==> config.mk <==
export PLATFORM = sky130hd
export DESIGN_NAME = fetch_aligner
export DESIGN_NICKNAME = d
export VERILOG_FILES = /design/src/rtl/fetch_aligner.sv
export SDC_FILE = /design/constraint.sdc
export NUM_CORES = 1
export LEC_CHECK = 0
export CORE_UTILIZATION = 30
export DETAILED_ROUTE_END_ITERATION = 8
export GPL_TIMING_DRIVEN = 0
export PLACE_DENSITY_LB_ADDON = 0.05
export REMOVE_ABC_BUFFERS = 1
export SYNTH_ARGS = -nofsm -noshare
export SYNTH_HDL_FRONTEND = slang
export SYNTH_SLANG_ARGS = --single-unit
==> constraint.sdc <==
create_clock -name clk -period 3.3 [get_ports clk]
set_input_delay 0.66 -clock clk [delete_from_list [all_inputs] [get_ports clk]]
set_output_delay 0.66 -clock clk [all_outputs]
set_load 0.02 [all_outputs]
==> src/rtl/fetch_aligner.sv <==
// fetch_aligner
//   Instruction-stream aligner between fetch and decode of an RV32IC core.
//   Takes 32-bit word-aligned fetch words, keeps up to three halfwords, and
//   emits one 16-bit (compressed) or 32-bit instruction per handshake.
//   Handles 32-bit instructions straddling a word boundary and redirect
//   targets that land on the upper halfword of a word.
//
// Ports
//   clk, rst_n           core clock, asynchronous active-low reset
//   redirect_i/_pc_i     flush and restart at redirect_pc_i (bit 0 ignored)
//   fetch_valid_i        fetch_data_i carries the next sequential word
//   fetch_ready_o        aligner takes the word this cycle (registered-state only)
//   fetch_data_i         word; [15:0] is the lower-address halfword
//   instr_valid_o        instr_o holds a complete instruction
//   instr_ready_i        decoder consumes the instruction this cycle
//   instr_o              instruction; compressed form in [15:0], upper zero
//   instr_pc_o           address of instr_o
//   instr_compressed_o   instr_o[1:0] != 2'b11
//   instr_illegal_o      valid compressed all-zero halfword
module fetch_aligner #(
  parameter logic [31:0] RESET_PC = 32'h0000_0000
) (
  input  logic        clk,
  input  logic        rst_n,
  input  logic        redirect_i,
  input  logic [31:0] redirect_pc_i,
  input  logic        fetch_valid_i,
  output logic        fetch_ready_o,
  input  logic [31:0] fetch_data_i,
  output logic        instr_valid_o,
  input  logic        instr_ready_i,
  output logic [31:0] instr_o,
  output logic [31:0] instr_pc_o,
  output logic        instr_compressed_o,
  output logic        instr_illegal_o
);

  // hb_q[0] is the oldest halfword; pc_q is its address.
  logic [2:0][15:0] hb_q, hb_d;
  logic [1:0]       cnt_q, cnt_d;
  logic [31:0]      pc_q, pc_d;
  logic             skip_q, skip_d;

  logic             is32;
  logic             fire_i, fire_f;
  logic [1:0]       n_cons;
  logic [1:0]       n_app;
  logic [1:0]       base;

  // Accept only when the post-consume buffer can take a full word in any
  // case; this keeps fetch_ready_o independent of the decoder handshake.
  assign fetch_ready_o = (cnt_q <= 2'd1);

  assign is32          = (hb_q[0][1:0] == 2'b11);
  assign instr_valid_o = is32 ? (cnt_q >= 2'd2) : (cnt_q >= 2'd1);
  assign instr_o       = is32 ? {hb_q[1], hb_q[0]} : {16'h0000, hb_q[0]};
  assign instr_pc_o    = pc_q;
  assign instr_compressed_o = ~is32;
  assign instr_illegal_o    = instr_valid_o & ~is32 & (hb_q[0] == 16'h0000);

  // Redirect wins: neither handshake has any effect in its cycle.
  assign fire_i = instr_valid_o & instr_ready_i & ~redirect_i;
  assign fire_f = fetch_valid_i & fetch_ready_o & ~redirect_i;

  always_comb begin
    hb_d   = hb_q;
    cnt_d  = cnt_q;
    pc_d   = pc_q;
    skip_d = skip_q;
    n_cons = 2'd0;
    n_app  = 2'd0;

    if (fire_i) n_cons = is32 ? 2'd2 : 2'd1;

    // Shift out consumed halfwords first.
    case (n_cons)
      2'd1:    hb_d = {16'h0000, hb_q[2], hb_q[1]};
      2'd2:    hb_d = {32'h0000_0000, hb_q[2]};
      default: hb_d = hb_q;
    endcase

    // Then append behind what remains. Accept implies cnt_q <= 1, so the
    // remaining count is 0 or 1 and the word always fits.
    base = cnt_q - n_cons;
    if (fire_f) begin
      if (skip_q) begin
        // First word after a halfword-aligned redirect: low half is not ours.
        n_app = 2'd1;
        if (base[0]) hb_d[1] = fetch_data_i[31:16];
        else         hb_d[0] = fetch_data_i[31:16];
      end else begin
        n_app = 2'd2;
        if (base[0]) begin
          hb_d[1] = fetch_data_i[15:0];
          hb_d[2] = fetch_data_i[31:16];
        end else begin
          hb_d[0] = fetch_data_i[15:0];
          hb_d[1] = fetch_data_i[31:16];
        end
      end
      skip_d = 1'b0;
    end

    cnt_d = base + n_app;
    pc_d  = pc_q + {29'd0, n_cons, 1'b0};

    if (redirect_i) begin
      hb_d   = '0;
      cnt_d  = 2'd0;
      pc_d   = {redirect_pc_i[31:1], 1'b0};
      skip_d = redirect_pc_i[1];
    end
  end

  always_ff @(posedge clk or negedge rst_n) begin
    if (!rst_n) begin
      hb_q   <= '0;
      cnt_q  <= 2'd0;
      pc_q   <= {RESET_PC[31:1], 1'b0};
      skip_q <= RESET_PC[1];
    end else begin
      hb_q   <= hb_d;
      cnt_q  <= cnt_d;
      pc_q   <= pc_d;
      skip_q <= skip_d;
    end
  end

endmodule

* Word-level counts from Yosys, hierarchy flattened
Index checks and enable logic that the tools add are counted.
Storage, ports and cells: flip-flop bits (word level) 83, input bits 69, logic and storage cells 45
Cells by class: $add $sub $neg 3, order comparisons 3, equality and inequality tests 3, mux-type cells 20, bitwise operators 8, reduce and logical (&&, ||, !) cells 2
Operators with widths (count):
- 2-to-1 mux 16 bit | 6
- 2-to-1 mux 32 bit | 3
- 2-to-1 mux 48 bit | 2
- case mux 48 bit (2 select lines) | 1
- adder 32 x 3 -> 32 bit | 1
- logical NOT 16 bit | 1
- 2-to-1 mux 2 bit | 5
- AND 1 bit | 6
- equality test 2 bit, second input constant | 2
- 2-to-1 mux 1 bit | 3
- adder 2 bit | 1
- equality test 2 x 1 -> 1 bit, second input constant | 1
- greater-or-equal comparator 2 x 1 -> 1 bit, second input constant | 1
- greater-or-equal comparator 2 bit, second input constant | 1
- <= comparator 2 x 1 -> 1 bit, second input constant | 1
- inverter 1 bit | 2
- nonzero test 2 bit | 1
- subtractor 2 bit | 1

* Logic depth before layout (Yosys ltp)
Gate-level depths: netlist (run 1).
depth after elaboration 11, depth in mapped cells 13, gate-level depth less buffers 10

* Worst setup path before layout (run 1)
OpenSTA, ideal clock, no wires.
path type input to register, from input port redirect_i, to register pc_q[18], in the netlist instr_pc_o[18], setup time 0.082 ns, data arrival time 3.265 ns, path slack -0.047 ns, stages on the path 11, buffers on the path 3, cells stage by stage clkbuf_1 -> nor2b_1 -> o21ai_1 -> clkbuf_1 -> nor2_1 -> ha_1 -> a21oi_1 -> or4_1 -> buf_2 -> or4_1 -> a31oi_1
On the way: cells in the longest elaborated chain, start to end 5
RTL lines:
- start, declared | line 25 | input logic redirect_i,
- inverter 1 bit | line 62 | assign fire_i = instr_valid_o & instr_ready_i & ~redirect_i;
- AND 1 bit | line 62
- 2-to-1 mux 2 bit | line 73 | if (fire_i) n_cons = is32 ? 2'd2 : 2'd1;
- adder 32 x 3 -> 32 bit | line 105 | pc_d = pc_q + {29'd0, n_cons, 1'b0};
- 2-to-1 mux 32 bit * | line 107 | if (redirect_i) begin
- via pc_d[18] | line 41 | logic [31:0] pc_q, pc_d;
- end signal, assigned | line 119 | pc_q <= {RESET_PC[31:1], 1'b0};
- end signal, assigned | line 124 | pc_q <= pc_d;
- end, declared | line 41
The timed path passes the listed nets; every way through them passes the cells marked *. A chain may end at the register's enable or synchronous reset.

* Worst setup path after layout (run 1)
from input port redirect_i, to register cnt_q[1]
On the way: cells in the longest elaborated chain, start to end 6, elaborated cells on any way between the ends 8
RTL lines:
- inverter 1 bit | line 62, 63
- AND 1 bit | line 62
- 2-to-1 mux 2 bit | line 73
- subtractor 2 bit | line 84 | base = cnt_q - n_cons;
- adder 2 bit | line 104 | cnt_d = base + n_app;
- 2-to-1 mux 2 bit * | line 107
- via cnt_d[1] | line 40 | logic [1:0] cnt_q, cnt_d;
- end signal, assigned | line 123 | cnt_q <= cnt_d;
- end, declared | line 40
Marked as above.

==> flow_metrics.env, run 1 <==
export IMPL_finalCritPeriodShare_pct=95.2
export IMPL_critPathArrivalTime_ps=3350
export IMPL_gr_usage_all_layers_pct=19.5
export IMPL_numCtsBuffers=9
export IMPL_ff2ff_setup_slack_ps=170
export IMPL_synth_area_mux_share_pct=12.3
export IMPL_grt_ovfl_total=0
export IMPL_dr_pass1_iters=5
export IMPL_crit_reg2reg_launch="hb_q[0]$_DFF_PN0_"
export IMPL_grt_use_met3_pct=4.19
export IMPL_path_max_fanout=82
export IMPL_cts_root_buf="clkbuf_16"
export IMPL_outcome="finished clean"
export IMPL_tightest_slew_ps=1150
export IMPL_r2r_end="instr_pc_o[18]$_DFF_PN0_"
export IMPL_grt_use_met2_pct=30.5
export IMPL_cp_common_cell="xnor2_1"
export IMPL_postRouteWirelength_um=17200
export IMPL_hp_class="in2async"
export IMPL_endpoint_kind="register"
export IMPL_die_y_um=132
export IMPL_critical_path_top_delay_family="adder cells"
export IMPL_cts_sink_count=82
export IMPL_yosysSeqAreaShare_pct=40.3
export IMPL_worst_ir_drop_vdd_v=0.000282
export IMPL_synth_cell_type_count=45
export IMPL_slowest_delay_ps=710
export IMPL_avgSynthCellArea_um2=9.07
export IMPL_synth_warnings=0
export IMPL_stdcell_area_um2=6950
export IMPL_drt_initial_drc_count=320
export IMPL_max_freq_mhz=318
export IMPL_grt_busiest_layer="met2"
export IMPL_path_clk_slew_ps=60
export IMPL_start_util_pct=30.7
export IMPL_grt_max_degree=83
export IMPL_place_area_um2=6540
export IMPL_drive_gt1_share_pct=12.1
export IMPL_layoutNonFillerInstCount=879
export IMPL_crit_buf_inv=2
export IMPL_grt_pass1_vias=4822
export IMPL_cts_buffer_depth=2
export IMPL_io_buffer_count=134
export IMPL_nets=729
export IMPL_synth_xor_xnor_area_share_pct=2.41
export IMPL_p_per_area_nw_per_um2=554
export IMPL_slew_viol_final=0
export IMPL_synth_compound_area_share_pct=15.8
export IMPL_cts_hold_buf=0
export IMPL_hold_ws_ps=262
export IMPL_wl_per_cell_um=19.5
export IMPL_cts_tree="yes"
export IMPL_netlist_instances=561
export IMPL_cp_required_ps=3510
export IMPL_rows=47
export IMPL_ant_nets=0
export IMPL_finClkSkew_ps=7.55
export IMPL_insertion_delay_ps=350
export IMPL_antenna_cells=0
export IMPL_dpl_hpwl_um=10700
export IMPL_drv_cap=0
export IMPL_fin_util_pct=41.9
export IMPL_hold_viol_final=0
export IMPL_nFillCells=1649
export IMPL_r2r_cells=7
export IMPL_rsz0062_at_grt="false"
export IMPL_synth_simple_gate_area_share_pct=21.0
export IMPL_worstSetupStartpointType="input port"
export IMPL_vias=4854
export IMPL_htreeDepth=3
export IMPL_core_area_um2=16600
export IMPL_grt_pass1_wl_um=26600
export IMPL_via_per_inst=5.52
export IMPL_synth_adder_area_share_pct=1.38
export IMPL_gp_congestion=0.770
export IMPL_area_delta_synth_final_pct=36.6
export IMPL_total_leakage_power_nw=2.86
export IMPL_syn_cell_area_um2=5090
export IMPL_cp_slowest_cell="ha_2"
export IMPL_drc=0
export IMPL_crit_chain="buf_6 -> nor2b_4 -> o21ai_4 -> a21oi_2 -> ha_2 -> inv_1 -> ha_1 -> xor2_1 -> xnor2_1 -> xnor2_1 -> nor2_1"
export IMPL_path_class="in2reg"
export IMPL_use_met1_pct=26.6
export IMPL_placedCellCount=860
export IMPL_pin_count=137
export IMPL_finalPower_mw=3.85
export IMPL_synth_top_family_by_area="simple AND/OR/NAND/NOR gates"
export IMPL_synth_seq_cells=82
export IMPL_path_depth=11
export IMPL_finalCriticalPeriod_ps=3140
export IMPL_die_w_um=132
export IMPL_antenna_found_initial=0
export IMPL_dieArea_um2=17500
export IMPL_slew_headroom_pct=23.2
export IMPL_finalSetupViolCount=0
-- area by class of cell --
class | instances | area (µm²) | share of cell area, %
sequential | 82 | 2060 | 29.6
clock inverter | 4 | 51.3 | 0.738
tap | 220 | 275 | 3.96
timing repair buffer | 143 | 1470 | 21.1
multi-input combinational | 409 | 2810 | 40.4
clock buffer | 11 | 253 | 3.64
inverter | 10 | 37.5 | 0.540
-- cell usage in the layout (no fill, tap or decap), types with 4 or more instances in the layout --
cell type,n
clkbuf_16,9
o31ai_1,14
nand2_1,61
buf_4,5
xnor2_1,10
mux2_2,30
a221oi_1,15
nor3_1,4
nand4_1,10
a21oi_1,17
or4_1,15
mux2i_1,29
nor2_1,24
a31oi_1,19
inv_1,9
o21ai_0,16
xor2_1,4
nor4_1,6
o22ai_1,28
nand3_1,25
and3_1,18
and2_1,17
clkdlybuf4s50_1,132
dfrtp_1,80
-- logic make-up after synthesis --
family,count (synthesis)
flops,82
mux,59
buf+inv,72
compound gates,124
simple gates,204
xor+xnor,14
other cells,1
fa+ha+maj,5
-- where the power goes --
| group | switching (mW) | internal (mW) |
|---|---|---|
| Sequential | 0.223 | 1.16 |
| Clock | 0.435 | 0.624 |
| Combinational | 0.776 | 0.632 |
-- worst register-to-register path: stages (launching register included) --
cell and delay (ps):
dfrtp_4 640, nand2_4 430, nor2_1 180, ha_1 340, a21oi_2 110, or4_4 630
or4_1 530, a31oi_1 180
-- cells in the mapped netlist (all sizes together) --
cell type / instances / area share [%]
nand2b: 3 / 0.37
and3: 18 / 2.2
a21oi: 19 / 1.9
nand4: 11 / 1.6
a31oi: 19 / 2.3
nor4b: 1 / 0.17
or2: 1 / 0.12
nand3: 26 / 2.6
nor2: 25 / 1.8
a211oi: 2 / 0.29
o22ai: 28 / 3.4
fa: 1 / 0.39
and2: 17 / 2.1
a211o: 1 / 0.17
and4: 3 / 0.52
nor2b: 5 / 0.61
dfrtp: 82 / 40
xnor2: 10 / 1.7
buf: 23 / 3.0
mux2: 30 / 6.6
nor3b: 1 / 0.15
a221oi: 15 / 2.6
nand2: 62 / 4.6
o21ai: 18 / 1.8
or4: 17 / 2.5
nor4: 7 / 0.86
ha: 4 / 0.98
nor3: 4 / 0.39
clkbuf: 39 / 2.9
a21boi: 1 / 0.15
xor2: 4 / 0.69
or3: 3 / 0.37
a21o: 1 / 0.15
inv: 10 / 0.74
o21a: 1 / 0.15
o31ai: 14 / 2.1
o2111ai: 2 / 0.34
a311oi: 3 / 0.52
mux2i: 29 / 5.7
conb: 1 / 0.074
-- per-stage QoR --
step,setup WS [ps],setup TNS (ps)
finish,159,0
global route,21.4,0
CTS,5.58,0
detailed placement,-1290,-75220
global placement,-7690,-656770
floorplan,-2590,-170080
-- state kept, by name, summed over array words and instances, names as in the netlist --
| name | flops |
|---|---|
| skip_q | 1 |
| cnt_q | 2 |
| instr_pc_o | 31 |
| hb_q | 48 |
-- metal layers --
layer	routed length [µm]	vias to the layer above
met1	8090	2420
li1	-	2255
met4	284	0
met2	7790	160
met3	1010	19
met5	0	-
-- worst max-delay path by stage --
stage	from	endpoint	slack [ps]
2_1_floorplan	hb_q[0]$_DFF_PN0_	hb_q[32]$_DFF_PN0_	-2590
3_3_place_gp	redirect_i	hb_q[46]$_DFF_PN0_	-7690
3_5_place_dp	redirect_i	hb_q[2]$_DFF_PN0_	-1290
4_1_cts	hb_q[0]$_DFF_PN0_	cnt_q[1]$_DFF_PN0_	6
5_1_grt	redirect_i	cnt_q[1]$_DFF_PN0_	20
6_report	redirect_i	cnt_q[1]$_DFF_PN0_	160
-- what timing repair did --
action / 4_1_cts / 5_1_grt
setup endpoints to repair: 83 / 44
resized for setup: 14 / 10
buffers inserted: 0 / 2
cloned: 0 / 2
pin swaps: 0 / 2
(Power assumes the default switching activity.)
==> run 2, diff against run 1 <==
- CTS_BUF_LIST: not set -> sky130_fd_sc_hd__clkbuf_4 sky130_fd_sc_hd__clkbuf_8
- clock period: 3.3 -> 4 ns (I/O delays scaled with it)
==> flow_metrics.env, run 2 (same netlist as run 1, synthesis figures left out) <==
export IMPL_numCtsBuffers=9
export IMPL_cts_tree="yes"
export IMPL_dp_slack_ps=-733
export IMPL_slew_viol_final=0
export IMPL_startpoint="instr_ready_i"
export IMPL_hold_ws_ps=374
export IMPL_dieArea_um2=17500
export IMPL_drc=0
export IMPL_cp_required_ps=4280
export IMPL_multiInputGateArea_um2=2730
export IMPL_dr_pass1_iters=4
export IMPL_vias=4762
export IMPL_nFillCells=1673
export IMPL_max_freq_mhz=267
export IMPL_layoutNonFillerInstCount=875
export IMPL_worstSetupStartpointType="input port"
export IMPL_final_cell_mix="clkdlybuf4s50_1, dfrtp_1, nand2_1"
export IMPL_grt_pass1_vias=4807
export IMPL_gr_usage_all_layers_pct=19.5
export IMPL_tightest_slew_ps=1130
export IMPL_hold_viol_final=0
export IMPL_finClkSkew_ps=10.6
export IMPL_start_util_pct=30.7
export IMPL_path_clk_slew_ps=80
export IMPL_outcome="finished clean"
export IMPL_finalCritPeriodShare_pct=93.5
export IMPL_wl_per_cell_um=18.9
export IMPL_drive_gt1_share_pct=10.1
export IMPL_postRouteWirelength_um=16500
export IMPL_regArea_um2=2050
export IMPL_drv_cap=0
export IMPL_finalCriticalPeriod_ps=3740
export IMPL_grt_pass1_wl_um=26600
export IMPL_worst_ir_drop_vdd_v=0.000225
export IMPL_endpoint_kind="register"
export IMPL_fin_util_pct=40.7
export IMPL_r2r_cells=7
export IMPL_cts_root_buf="clkbuf_8"
export IMPL_r2r_end="instr_pc_o[26]$_DFF_PN0_"
export IMPL_mostFrequentLayoutCell="clkdlybuf4s50_1"
export IMPL_die_y_um=132
export IMPL_crit_end="instr_pc_o[26]$_DFF_PN0_"
export IMPL_crit_reg2reg_launch="hb_q[0]$_DFF_PN0_"
export IMPL_rsz0062_at_grt="false"
export IMPL_placedCellCount=860
export IMPL_pin_count=137
export IMPL_path_class="in2reg"
export IMPL_hp_class="in2async"
export IMPL_area_delta_synth_final_pct=32.7
export IMPL_io_buffer_count=134
export IMPL_stdcell_area_um2=6750
export IMPL_regMostFlops="hb_q"
export IMPL_die_w_um=132
export IMPL_total_leakage_power_nw=2.79
export IMPL_finalSetupViolCount=0
export IMPL_antenna_found_initial=0
export IMPL_slew_headroom_pct=24.5
export IMPL_ff2ff_setup_slack_ps=280
export IMPL_path_max_fanout=19
export IMPL_core_area_um2=16600
export IMPL_drt_initial_drc_count=255
export IMPL_grt_max_degree=83
export IMPL_cts_setup_buffers=0
export IMPL_htreeDepth=3
export IMPL_antenna_cells=0
export IMPL_ant_nets=0
export IMPL_largest_reg_flops=48
export IMPL_insertion_delay_ps=370
export IMPL_grt_ovfl_total=0
export IMPL_cts_buffer_depth=2
export IMPL_cts_hold_buf=0
export IMPL_nets=725
export IMPL_rows=47
export IMPL_via_per_inst=5.44
export IMPL_setup_slack_ps=260
export IMPL_dpl_hpwl_um=10700
export IMPL_gp_congestion=0.770
export IMPL_p_per_area_nw_per_um2=434
export IMPL_critPathArrivalTime_ps=4020
export IMPL_place_area_um2=6540
export IMPL_cts_sink_count=82
==> run 2: power by group <==
group	total, mW	leakage [nW]	internal [mW]	switching (mW)
clock network	0.653	0.101	0.320	0.334
registers	1.14	1.04	0.955	0.181
logic	1.14	1.64	0.515	0.626
total	2.93	2.79	1.79	1.14
==> run 2: area by class of cell <==
class / instances / area share (%)
multi-input cells: 407 / 40.4
flip-flops and latches: 82 / 30.4
repair buffers: 141 / 21.5
well taps: 220 / 4.08
clock buffers: 11 / 2.24
clock inverters: 4 / 0.760
inverters: 10 / 0.556
==> run 2: per-stage QoR <==
step | setup TNS [ps] | power (mW)
detailed placement | -30560 | 2.28
global route | 0 | 3.09
global placement | -564720 | 2.24
floorplan | -113380 | 1.72
finish | 0 | 2.93
CTS | 0 | 2.95
==> run 2: worst max-delay path, cell delays in order <==
cell and delay [ps]:
clkdlybuf4s50_1 490, nor2b_1 420, o21ai_4 140, a21oi_1 210, ha_1 240, a21oi_1 120, or4_1 830, or4_1 590
a31oi_1 180
==> run 2: worst min path at each step <==
stage / startpoint / end / slack, ps
detailed placement: hb_q[34]$_DFF_PN0_ / hb_q[34]$_DFF_PN0_ / 540
global route: rst_n / instr_pc_o[29]$_DFF_PN0_ / 400
global placement: hb_q[35]$_DFF_PN0_ / hb_q[35]$_DFF_PN0_ / 540
finish: rst_n / instr_pc_o[29]$_DFF_PN0_ / 370
floorplan: rst_n / cnt_q[0]$_DFF_PN0_ / 500
CTS: rst_n / instr_pc_o[29]$_DFF_PN0_ / 370
==> run 2: what timing repair did <==
action                     in CTS  in global routing
pin swaps                       0                  0
resized for setup               5                  1
setup endpoints to repair      66                  7
==> run 2: metal layers <==
metal	GRT usage (%)	vias to the layer above	wire, µm	share of wire, %
li1	-	2235	-	-
met1	26.8	2351	7780	47
met2	30.1	156	7580	46
met3	4.46	20	882	5.3
met4	6.64	0	303	1.8
met5	0	-	0	0
